==> config.mk <==
export PLATFORM = sky130hd
export DESIGN_NAME = mem_stage_access_unit_flat
export DESIGN_NICKNAME = d
export VERILOG_FILES = /design/src/rtl/mem_stage_access_unit_if.sv /design/src/rtl/mem_stage_access_unit.sv /design/src/flat_wrapper.sv
export SDC_FILE = /design/constraint.sdc
export NUM_CORES = 1
export LEC_CHECK = 0
export ABC_AREA = 1
export BUFFER_PORTS_ARGS = -buffer_cell sky130_fd_sc_hd__buf_2
export CAP_MARGIN = 5
export CELL_PAD_IN_SITES_DETAIL_PLACEMENT = 1
export CELL_PAD_IN_SITES_GLOBAL_PLACEMENT = 2
export CORE_ASPECT_RATIO = 0.6
export CORE_MARGIN = 4
export CORE_UTILIZATION = 28
export CTS_CLUSTER_DIAMETER = 150
export DETAILED_ROUTE_END_ITERATION = 10
export PLACE_DENSITY = 0.88
export SYNTH_ARGS = -nofsm -noshare
export SYNTH_HDL_FRONTEND = slang
export SYNTH_SLANG_ARGS = --single-unit
==> constraint.sdc <==
create_clock -name clk -period 5.9 [get_ports clk]
set_input_delay 1.475 -clock clk [delete_from_list [all_inputs] [get_ports clk]]
set_output_delay 1.475 -clock clk [all_outputs]
set_load 0.1 [all_outputs]
==> src/rtl/mem_stage_access_unit_if.sv <==
// Request/response bus between the MEM stage and the access unit,
// plus the pin bundle toward the byte-addressed data RAM.
interface mem_stage_access_unit_if;
  logic        req_valid;
  logic        req_ready;
  logic        req_write;
  logic [1:0]  req_size;
  logic        req_signed;
  logic [31:0] req_addr;
  logic [31:0] req_wdata;
  logic        resp_valid;
  logic        resp_error;
  logic [31:0] resp_rdata;
  logic        ram_enable;
  logic        ram_readwrite;
  logic [31:0] ram_address;
  logic [31:0] ram_datain;
  logic [1:0]  ram_size;
  logic [31:0] ram_dataout;

  modport master (
    output req_valid, req_write, req_size, req_signed, req_addr, req_wdata,
    input  req_ready, resp_valid, resp_error, resp_rdata
  );

  modport slave (
    input  req_valid, req_write, req_size, req_signed, req_addr, req_wdata,
    output req_ready, resp_valid, resp_error, resp_rdata,
    output ram_enable, ram_readwrite, ram_address, ram_datain, ram_size,
    input  ram_dataout
  );

  modport ram (
    input  ram_enable, ram_readwrite, ram_address, ram_datain, ram_size,
    output ram_dataout
  );
endinterface

==> src/rtl/mem_stage_access_unit.sv <==
// MEM-stage controller for the data RAM: one request at a time, driven through a
// setup/strobe/capture sequence, with load extension and up-front access checking.
module mem_stage_access_unit #(
  parameter int MEM_BYTES = 256
) (
  input  logic                    clk,
  input  logic                    reset_n,
  mem_stage_access_unit_if.slave  bus
);

  typedef enum logic [1:0] {IDLE, SETUP, STROBE, CAPTURE} state_t;

  localparam logic [32:0] MEM_LIMIT = 33'(MEM_BYTES);

  state_t      state, state_nxt;
  logic        ready;
  logic        accept;
  logic        req_err;
  logic        lat_signed;
  logic        resp_valid_q;
  logic        resp_error_q;
  logic [31:0] resp_rdata_q;
  logic        ram_enable_q;
  logic        ram_readwrite_q;
  logic [31:0] ram_address_q;
  logic [31:0] ram_datain_q;
  logic [1:0]  ram_size_q;

  function automatic logic [2:0] size_bytes(input logic [1:0] size);
    case (size)
      2'b00:   return 3'd1;
      2'b01:   return 3'd2;
      default: return 3'd4;
    endcase
  endfunction

  // Priority order matters only for readability; any hit rejects the request.
  function automatic logic access_error(input logic [1:0] size, input logic [31:0] addr);
    logic [32:0] last;
    last = {1'b0, addr} + {30'd0, size_bytes(size)} - 33'd1;
    if (size == 2'b11)                     return 1'b1;
    if (size == 2'b01 && addr[0])          return 1'b1;
    if (size == 2'b10 && addr[1:0] != 0)   return 1'b1;
    return (last >= MEM_LIMIT);
  endfunction

  function automatic logic [31:0] extend_load(input logic [1:0] size, input logic is_signed,
                                              input logic [31:0] data);
    logic signed [7:0]  byte_s;
    logic signed [15:0] half_s;
    byte_s = signed'(data[7:0]);
    half_s = signed'(data[15:0]);
    case (size)
      2'b00:   return is_signed ? 32'(byte_s) : {24'd0, data[7:0]};
      2'b01:   return is_signed ? 32'(half_s) : {16'd0, data[15:0]};
      default: return data;
    endcase
  endfunction

  assign ready   = reset_n && (state == IDLE);
  assign accept  = bus.req_valid && ready;
  assign req_err = access_error(bus.req_size, bus.req_addr);

  always_comb begin
    state_nxt = state;
    case (state)
      IDLE:    if (accept && !req_err) state_nxt = SETUP;
      SETUP:   state_nxt = STROBE;
      STROBE:  state_nxt = CAPTURE;
      CAPTURE: state_nxt = IDLE;
      default: state_nxt = IDLE;
    endcase
  end

  always_ff @(posedge clk) begin
    if (!reset_n) begin
      state           <= IDLE;
      resp_valid_q    <= 1'b0;
      resp_error_q    <= 1'b0;
      resp_rdata_q    <= '0;
      ram_enable_q    <= 1'b0;
      ram_readwrite_q <= 1'b0;
      ram_address_q   <= '0;
      ram_datain_q    <= '0;
      ram_size_q      <= 2'b00;
      lat_signed      <= 1'b0;
    end else begin
      state        <= state_nxt;
      resp_valid_q <= 1'b0;
      resp_error_q <= 1'b0;
      ram_enable_q <= (state_nxt == STROBE);
      // Accept edge: rejected requests answer immediately and leave the RAM pins alone.
      if (accept) begin
        if (req_err) begin
          resp_valid_q <= 1'b1;
          resp_error_q <= 1'b1;
          resp_rdata_q <= '0;
        end else begin
          ram_address_q   <= bus.req_addr;
          ram_size_q      <= bus.req_size;
          ram_readwrite_q <= bus.req_write;
          ram_datain_q    <= bus.req_wdata;
          lat_signed      <= bus.req_signed;
        end
      end
      // Capture edge: RAM data has been stable since the strobe.
      if (state == CAPTURE) begin
        resp_valid_q <= 1'b1;
        resp_rdata_q <= ram_readwrite_q ? 32'd0
                                        : extend_load(ram_size_q, lat_signed, bus.ram_dataout);
      end
    end
  end

  assign bus.req_ready     = ready;
  assign bus.resp_valid    = resp_valid_q;
  assign bus.resp_error    = resp_error_q;
  assign bus.resp_rdata    = resp_rdata_q;
  assign bus.ram_enable    = ram_enable_q;
  assign bus.ram_readwrite = ram_readwrite_q;
  assign bus.ram_address   = ram_address_q;
  assign bus.ram_datain    = ram_datain_q;
  assign bus.ram_size      = ram_size_q;

endmodule

==> src/flat_wrapper.sv <==
// flat-port wrapper written by rule: the top's interface ports become plain ports
module mem_stage_access_unit_flat 
#(
  parameter int MEM_BYTES = 256
)
  (clk, reset_n, bus_req_valid, bus_req_write, bus_req_size, bus_req_signed, bus_req_addr, bus_req_wdata, bus_req_ready, bus_resp_valid, bus_resp_error, bus_resp_rdata, bus_ram_enable, bus_ram_readwrite, bus_ram_address, bus_ram_datain, bus_ram_size, bus_ram_dataout);
  mem_stage_access_unit_if bus_i ();
  input  logic clk;
  input  logic reset_n;
  input wire logic [$bits(bus_i.req_valid)-1:0] bus_req_valid;
  input wire logic [$bits(bus_i.req_write)-1:0] bus_req_write;
  input wire logic [$bits(bus_i.req_size)-1:0] bus_req_size;
  input wire logic [$bits(bus_i.req_signed)-1:0] bus_req_signed;
  input wire logic [$bits(bus_i.req_addr)-1:0] bus_req_addr;
  input wire logic [$bits(bus_i.req_wdata)-1:0] bus_req_wdata;
  output wire logic [$bits(bus_i.req_ready)-1:0] bus_req_ready;
  output wire logic [$bits(bus_i.resp_valid)-1:0] bus_resp_valid;
  output wire logic [$bits(bus_i.resp_error)-1:0] bus_resp_error;
  output wire logic [$bits(bus_i.resp_rdata)-1:0] bus_resp_rdata;
  output wire logic [$bits(bus_i.ram_enable)-1:0] bus_ram_enable;
  output wire logic [$bits(bus_i.ram_readwrite)-1:0] bus_ram_readwrite;
  output wire logic [$bits(bus_i.ram_address)-1:0] bus_ram_address;
  output wire logic [$bits(bus_i.ram_datain)-1:0] bus_ram_datain;
  output wire logic [$bits(bus_i.ram_size)-1:0] bus_ram_size;
  input wire logic [$bits(bus_i.ram_dataout)-1:0] bus_ram_dataout;
  assign bus_i.req_valid = bus_req_valid;
  assign bus_i.req_write = bus_req_write;
  assign bus_i.req_size = bus_req_size;
  assign bus_i.req_signed = bus_req_signed;
  assign bus_i.req_addr = bus_req_addr;
  assign bus_i.req_wdata = bus_req_wdata;
  assign bus_req_ready = bus_i.req_ready;
  assign bus_resp_valid = bus_i.resp_valid;
  assign bus_resp_error = bus_i.resp_error;
  assign bus_resp_rdata = bus_i.resp_rdata;
  assign bus_ram_enable = bus_i.ram_enable;
  assign bus_ram_readwrite = bus_i.ram_readwrite;
  assign bus_ram_address = bus_i.ram_address;
  assign bus_ram_datain = bus_i.ram_datain;
  assign bus_ram_size = bus_i.ram_size;
  assign bus_i.ram_dataout = bus_ram_dataout;
  mem_stage_access_unit #(.MEM_BYTES(MEM_BYTES)) u_core (.clk(clk), .reset_n(reset_n), .bus(bus_i));
endmodule
# Word level (Yosys, flattened, before mapping)

Cells that the tools add are included.

$add $sub $neg: 2
Magnitude comparators: 1
Eq/ne operators: 8
Muxes and demuxes: 25
Bitwise operators: 1
Reductions and logical operators: 14

Operators by type and width:

| cell                    | count |
|---|---|
| $mux W32                | 6 |
| $pmux W32 S2            | 1 |
| $add A32 B3 Y33         | 1 |
| $ge A33 B9 Y1 const B   | 1 |
| $sub A33 B1 Y33 const B | 1 |
| $mux W1                 | 15 |
| $eq A2 B2 Y1 const B    | 5 |
| $pmux W2 S4             | 1 |
| $eq A2 B1 Y1 const B    | 3 |
| $logic_not A2 Y1        | 3 |
| $pmux W3 S2             | 1 |
| $reduce_bool A2 Y1      | 3 |
| $logic_and A1 B1 Y1     | 5 |
| $reduce_and A2 Y1       | 2 |
| $mux W2                 | 1 |
| $logic_not A1 Y1        | 1 |
| $not A1 Y1              | 1 |

Bits in registers: 105
Input port bits: 103
Output and inout bits: 103
Word-level logic and storage cells: 61

# Depth between registers and ports, before layout

Depth in word-level cells: 14
Depth in mapped cells: 26
Depth with buffers taken out: 24

# Worst setup path before layout

OpenSTA, ideal clock, no wires.

Path type: input port to flip-flop
From: input port bus_req_size[1]
To: register u_core.ram_address_q[10], in the netlist u_core.bus.ram_address[10]
Library setup time: 0.113 ns
Arrival time: 3.978 ns
Required time: 5.787 ns
Slack: 1.809 ns
Cell stages on the path: 25
Path buffers: 2
Path through: inv_1 > nand2_1 > ha_1 > inv_1 > ha_1 > inv_1 > fa_1 > inv_1 > nand2_1 > nand2_1 > nand3_1 > nand2_1 > nand2_1 > nand2_1 > nand2_1 > nand2_1 > nor2_1 > nor2_1 > nand3_1 > nor2_1 > nand4_1 > buf_4 > buf_2 > nor2_1 > nor2_1

Word-level cells in the longest chain between the ends: 10
Elaborated cells on any way between the ends: 23
Those cells by class: add/sub: 2; order compare: 1; eq/ne: 3; mux: 12; bitwise: 1; reduce/logical: 4

Ends and longest elaborated chain:

| element                                                   | RTL line                                                 | text |
|---|---|---|
| from (decl)                                               | flat_wrapper.sv:12                                       | `input wire logic [$bits(bus_i.req_size)-1:0] bus_req_size;` |
| $eq A2 B1 Y1, or another cell as far along                | mem_stage_access_unit.sv:30, mem_stage_access_unit.sv:42 |  |
| $pmux W3 S2 / $logic_and A1 B1 Y1 (equally long branches) | mem_stage_access_unit.sv:30, mem_stage_access_unit.sv:43 |  |
| $add A32 B3 Y33 / $mux W1 (equally long branches)         | mem_stage_access_unit.sv:40, mem_stage_access_unit.sv:43 |  |
| $sub A33 B1 Y33 / $mux W1 (equally long branches)         | mem_stage_access_unit.sv:40, mem_stage_access_unit.sv:43 |  |
| $ge A33 B9 Y1 / $mux W1 (equally long branches)           | mem_stage_access_unit.sv:44, mem_stage_access_unit.sv:42 |  |
| $mux W1                                                   | mem_stage_access_unit.sv:44                              | `return (last >= MEM_LIMIT);` |
| $mux W1                                                   | mem_stage_access_unit.sv:43                              | `if (size == 2'b10 && addr[1:0] != 0) return 1'b1;` |
| $mux W1 *                                                 | mem_stage_access_unit.sv:42                              | `if (size == 2'b01 && addr[0]) return 1'b1;` |
| $not A1 Y1 (no source line) *                             | n/a                                                      |  |
| $reduce_and A2 Y1 (no source line) *                      | n/a                                                      |  |
| to (signal assigned)                                      | mem_stage_access_unit.sv:99                              | `ram_address_q <= bus.req_addr;` |
| to (decl)                                                 | mem_stage_access_unit.sv:25                              | `logic [31:0] ram_address_q;` |

Mark *: on every way between the ends. The rest lies on a longest branch, timed or not. The select of a mux whose other input is x is not followed.
A chain may end at the register's enable or synchronous reset.

# Final worst setup path

From: input port bus_req_size[1]
To: register u_core.ram_address_q[1], in the netlist u_core.bus.ram_address[1]

Same word-level chain as after synthesis.

==> results.sh <==
export IMPL_clockBufferDepth=2
export IMPL_synth_distinct_cells=32
export IMPL_yosys_warnings=0
export IMPL_nets=1514
export IMPL_clkPwrFrac_pct=36.6
export IMPL_grtUsageTotal_pct=18.2
export IMPL_design_area_mm2=0.00856
export IMPL_slowest_delay_ns=0.56
export IMPL_avgSynthCellArea_um2=5.87
export IMPL_die_h_um=130
export IMPL_grt_pass1_wl_um=40300
export IMPL_insertion_delay_ns=0.35
export IMPL_postRouteAntennaNets=0
export IMPL_critPathMaxFanout=40
export IMPL_grt_pass1_vias=7548
export IMPL_dr_pass1_iters=4
export IMPL_initial_core_util_pct=28.6
export IMPL_hold_violations=0
export IMPL_switching_power_w=0.000517
export IMPL_min_path_type="flip-flop to flip-flop"
export IMPL_period_share_pct=83.8
export IMPL_post_dp_cell_area_mm2=0.00827
export IMPL_setup_ws_ns=0.954
export IMPL_boundaryPins=206
export IMPL_fill_cells=3318
export IMPL_drt_iter0_drc=371
export IMPL_synth_seq_area_share_pct=30.3
export IMPL_yosys_area_top_type_share_pct=30.3
export IMPL_cts_made_buffers=9
export IMPL_arrival_ns=5.23
export IMPL_grt_setup_unrepaired="false"
export IMPL_fin_tns_setup_ns=0
export IMPL_cts_num_sinks=105
export IMPL_drcViolationCount=0
export IMPL_yosys_top_cells_area="dfxtp_1, nand2_1, inv_1"
export IMPL_coreArea_mm2=0.0243
export IMPL_num_rows=44
export IMPL_cts_resized=0
export IMPL_crit_top_cell="nand2_1"
export IMPL_finalClockSkew_ns=0.00757
export IMPL_timing_max_cap_violations=0
export IMPL_status="finished, final reports clean"
export IMPL_power_w=0.00167
export IMPL_powerDensity_mw_per_mm2=195
export IMPL_post_place_ws_ns=0.521
export IMPL_synth_top_area_cell="dfxtp_1"
export IMPL_layout_cells_most_common="nand2_1"
export IMPL_path_class="input pin to flip-flop"
export IMPL_gp_congestion=0.846
export IMPL_report_final_slew_viol_count=0
export IMPL_drive_gt1_share_pct=17.5
export IMPL_hpwl_um=20900
export IMPL_antenna_found_initial=3
export IMPL_critPathSlowestCell="nand4_1"
export IMPL_fp_dieArea_mm2=0.0274
export IMPL_layout_cells_most_common_list="nand2_1, inv_1, buf_2"
export IMPL_cp_top_family="simple AND/OR/NAND/NOR gates"
export IMPL_cts_tree="done"
export IMPL_syn_nets=1325
export IMPL_peakVddDrop_mv=0.129
export IMPL_required_ns=6.19
export IMPL_cts_hold_fix_buffers=0
export IMPL_die_x_um=211
export IMPL_io_buffer_count=205
export IMPL_synth_seq_cells=105
export IMPL_root_buffer="clkbuf_16"
export IMPL_cp_start_kind="input pin"
export IMPL_power_leakage_nw=5.09
export IMPL_setup_viol=0
export IMPL_wire_per_inst_um=15.1
export IMPL_via_per_inst=4.54
export IMPL_path_buf_inv=6
export IMPL_vias=7710
export IMPL_drt_total_wl_um=25700
export IMPL_p_sw_share_pct=30.9
export IMPL_period_minus_slack_ns=4.95
export IMPL_end_kind="flip-flop"
export IMPL_grt_max_degree=41
export IMPL_synth_area_mm2=0.00693
export IMPL_grt_overflow=0
export IMPL_syn_to_final_growth_pct=23.5
export IMPL_relSlewSlack_pct=19.8
export IMPL_ctsHtreeMaxLevel=3
export IMPL_fmax_mhz=202
export IMPL_cts_setup_buffers=0
export IMPL_worst_pin_slew_ns=1.20
export IMPL_p_seq_share_pct=42.5
export IMPL_pwr_share_comb_pct=20.9
export IMPL_syn_instance_count=1182
export IMPL_cts_reportedPaths_clkPinSlew_ns=0.07
export IMPL_power_internal_w=0.00115
-- cells by family (layout without fill, tap and decap cells) --
kind of cell | count (synthesis) | count (layout) | share of synthesized area (%)
buf+inv | 255 | 448 | 14.9
compound gates | 90 | 90 | 7.34
other cells | 0 | 1 | 0
flops | 105 | 105 | 30.3
simple gates | 690 | 690 | 39.8
fa+ha+maj | 40 | 40 | 7.33
xor+xnor | 2 | 2 | 0.253
-- per-stage QoR --
stage | hold WS, ns | utilization [%] | std cells
finish | 0.488 | 35.3 | 1698
global route | 0.508 | 35.3 | 1697
CTS | 0.489 | 35.3 | 1697
detailed placement | 0.476 | 34.1 | 1682
global placement | 0.464 | 34.1 | 1682
floorplan | 0.510 | - | 1182
-- power groups by stage --
| stage | logic (W) | clock network [W] | registers, W |
|---|---|---|---|
| after floorplan | 0.000214 | 0 | 0.000732 |
| after global placement | 0.000343 | 0 | 0.000726 |
| after detailed placement | 0.000346 | 0 | 0.000726 |
| after CTS | 0.000348 | 0.000632 | 0.000709 |
| after global routing | 0.000395 | 0.000669 | 0.000710 |
| final | 0.000349 | 0.000611 | 0.000710 |
-- cell type report --
class                   count  area [um2]  share of cell area, %
well taps                 322         403                   4.71
diodes                      1        2.50                 0.0292
repair buffers            216        1150                   13.4
flip-flops and latches    105        2100                   24.6
clock inverters             4        52.6                  0.614
inverters                 217         815                   9.51
multi-input cells         822        3810                   44.5
clock buffers              11         233                   2.72
-- per-layer routing --
| layer | up-vias | wire (um) | global-route usage [%] |
|---|---|---|---|
| met5 | - | 27 | 0 |
| met4 | 6 | 299 | 3.12 |
| met3 | 29 | 1530 | 5.12 |
| met2 | 161 | 10300 | 26.3 |
| met1 | 3577 | 13500 | 27.3 |
| li1 | 3937 | - | - |
-- synthesized netlist by cell type (all sizes together) --
master	number
xor2	1
a21oi	56
a31oi	1
nand3b	9
clkinv	5
fa	1
buf	20
nor3	3
and3	1
nand2	396
clkbuf	18
xnor2	1
nor2	200
nand4	10
or2	3
o21bai	5
ha	39
inv	212
dfxtp	105
o311ai	1
o21ai	12
o211ai	15
nand3	68
-- state kept, by name, summed over array words and instances (netlist names) --
register and count:
u_core.bus.resp_rdata 32, u_core.state 2, u_core.bus.ram_readwrite 1, u_core.bus.ram_enable 1, u_core.lat_signed 1, u_core.bus.ram_address 32
u_core.bus.ram_size 2, u_core.bus.resp_valid 1, u_core.bus.ram_datain 32, u_core.bus.resp_error 1
-- worst reg2reg max path: stages, from the launching register on --
cell and delay [ns]:
dfxtp_1 0.52, clkinv_1 0.55, o311ai_2 0.56, nand2_1 0.09
or2_2 0.32, a21oi_1 0.16
-- worst paths after layout --
| kind | from | end | slack (ns) | depth (start not counted) |
|---|---|---|---|---|
| worst max-delay path | bus_req_size[1] | u_core.bus.ram_address[1] | 0.95 | 26 |
| worst max register to register | u_core.bus.ram_size[1] | u_core.bus.resp_rdata[31] | 3.61 | 5 |
| worst min register to register | u_core.bus.resp_rdata[17] | u_core.bus.resp_rdata[17] | 0.49 | 2 |
| worst min-delay path | u_core.bus.resp_rdata[17] | u_core.bus.resp_rdata[17] | 0.49 | 2 |
No activity file was read; power rests on OpenSTA's default activity.
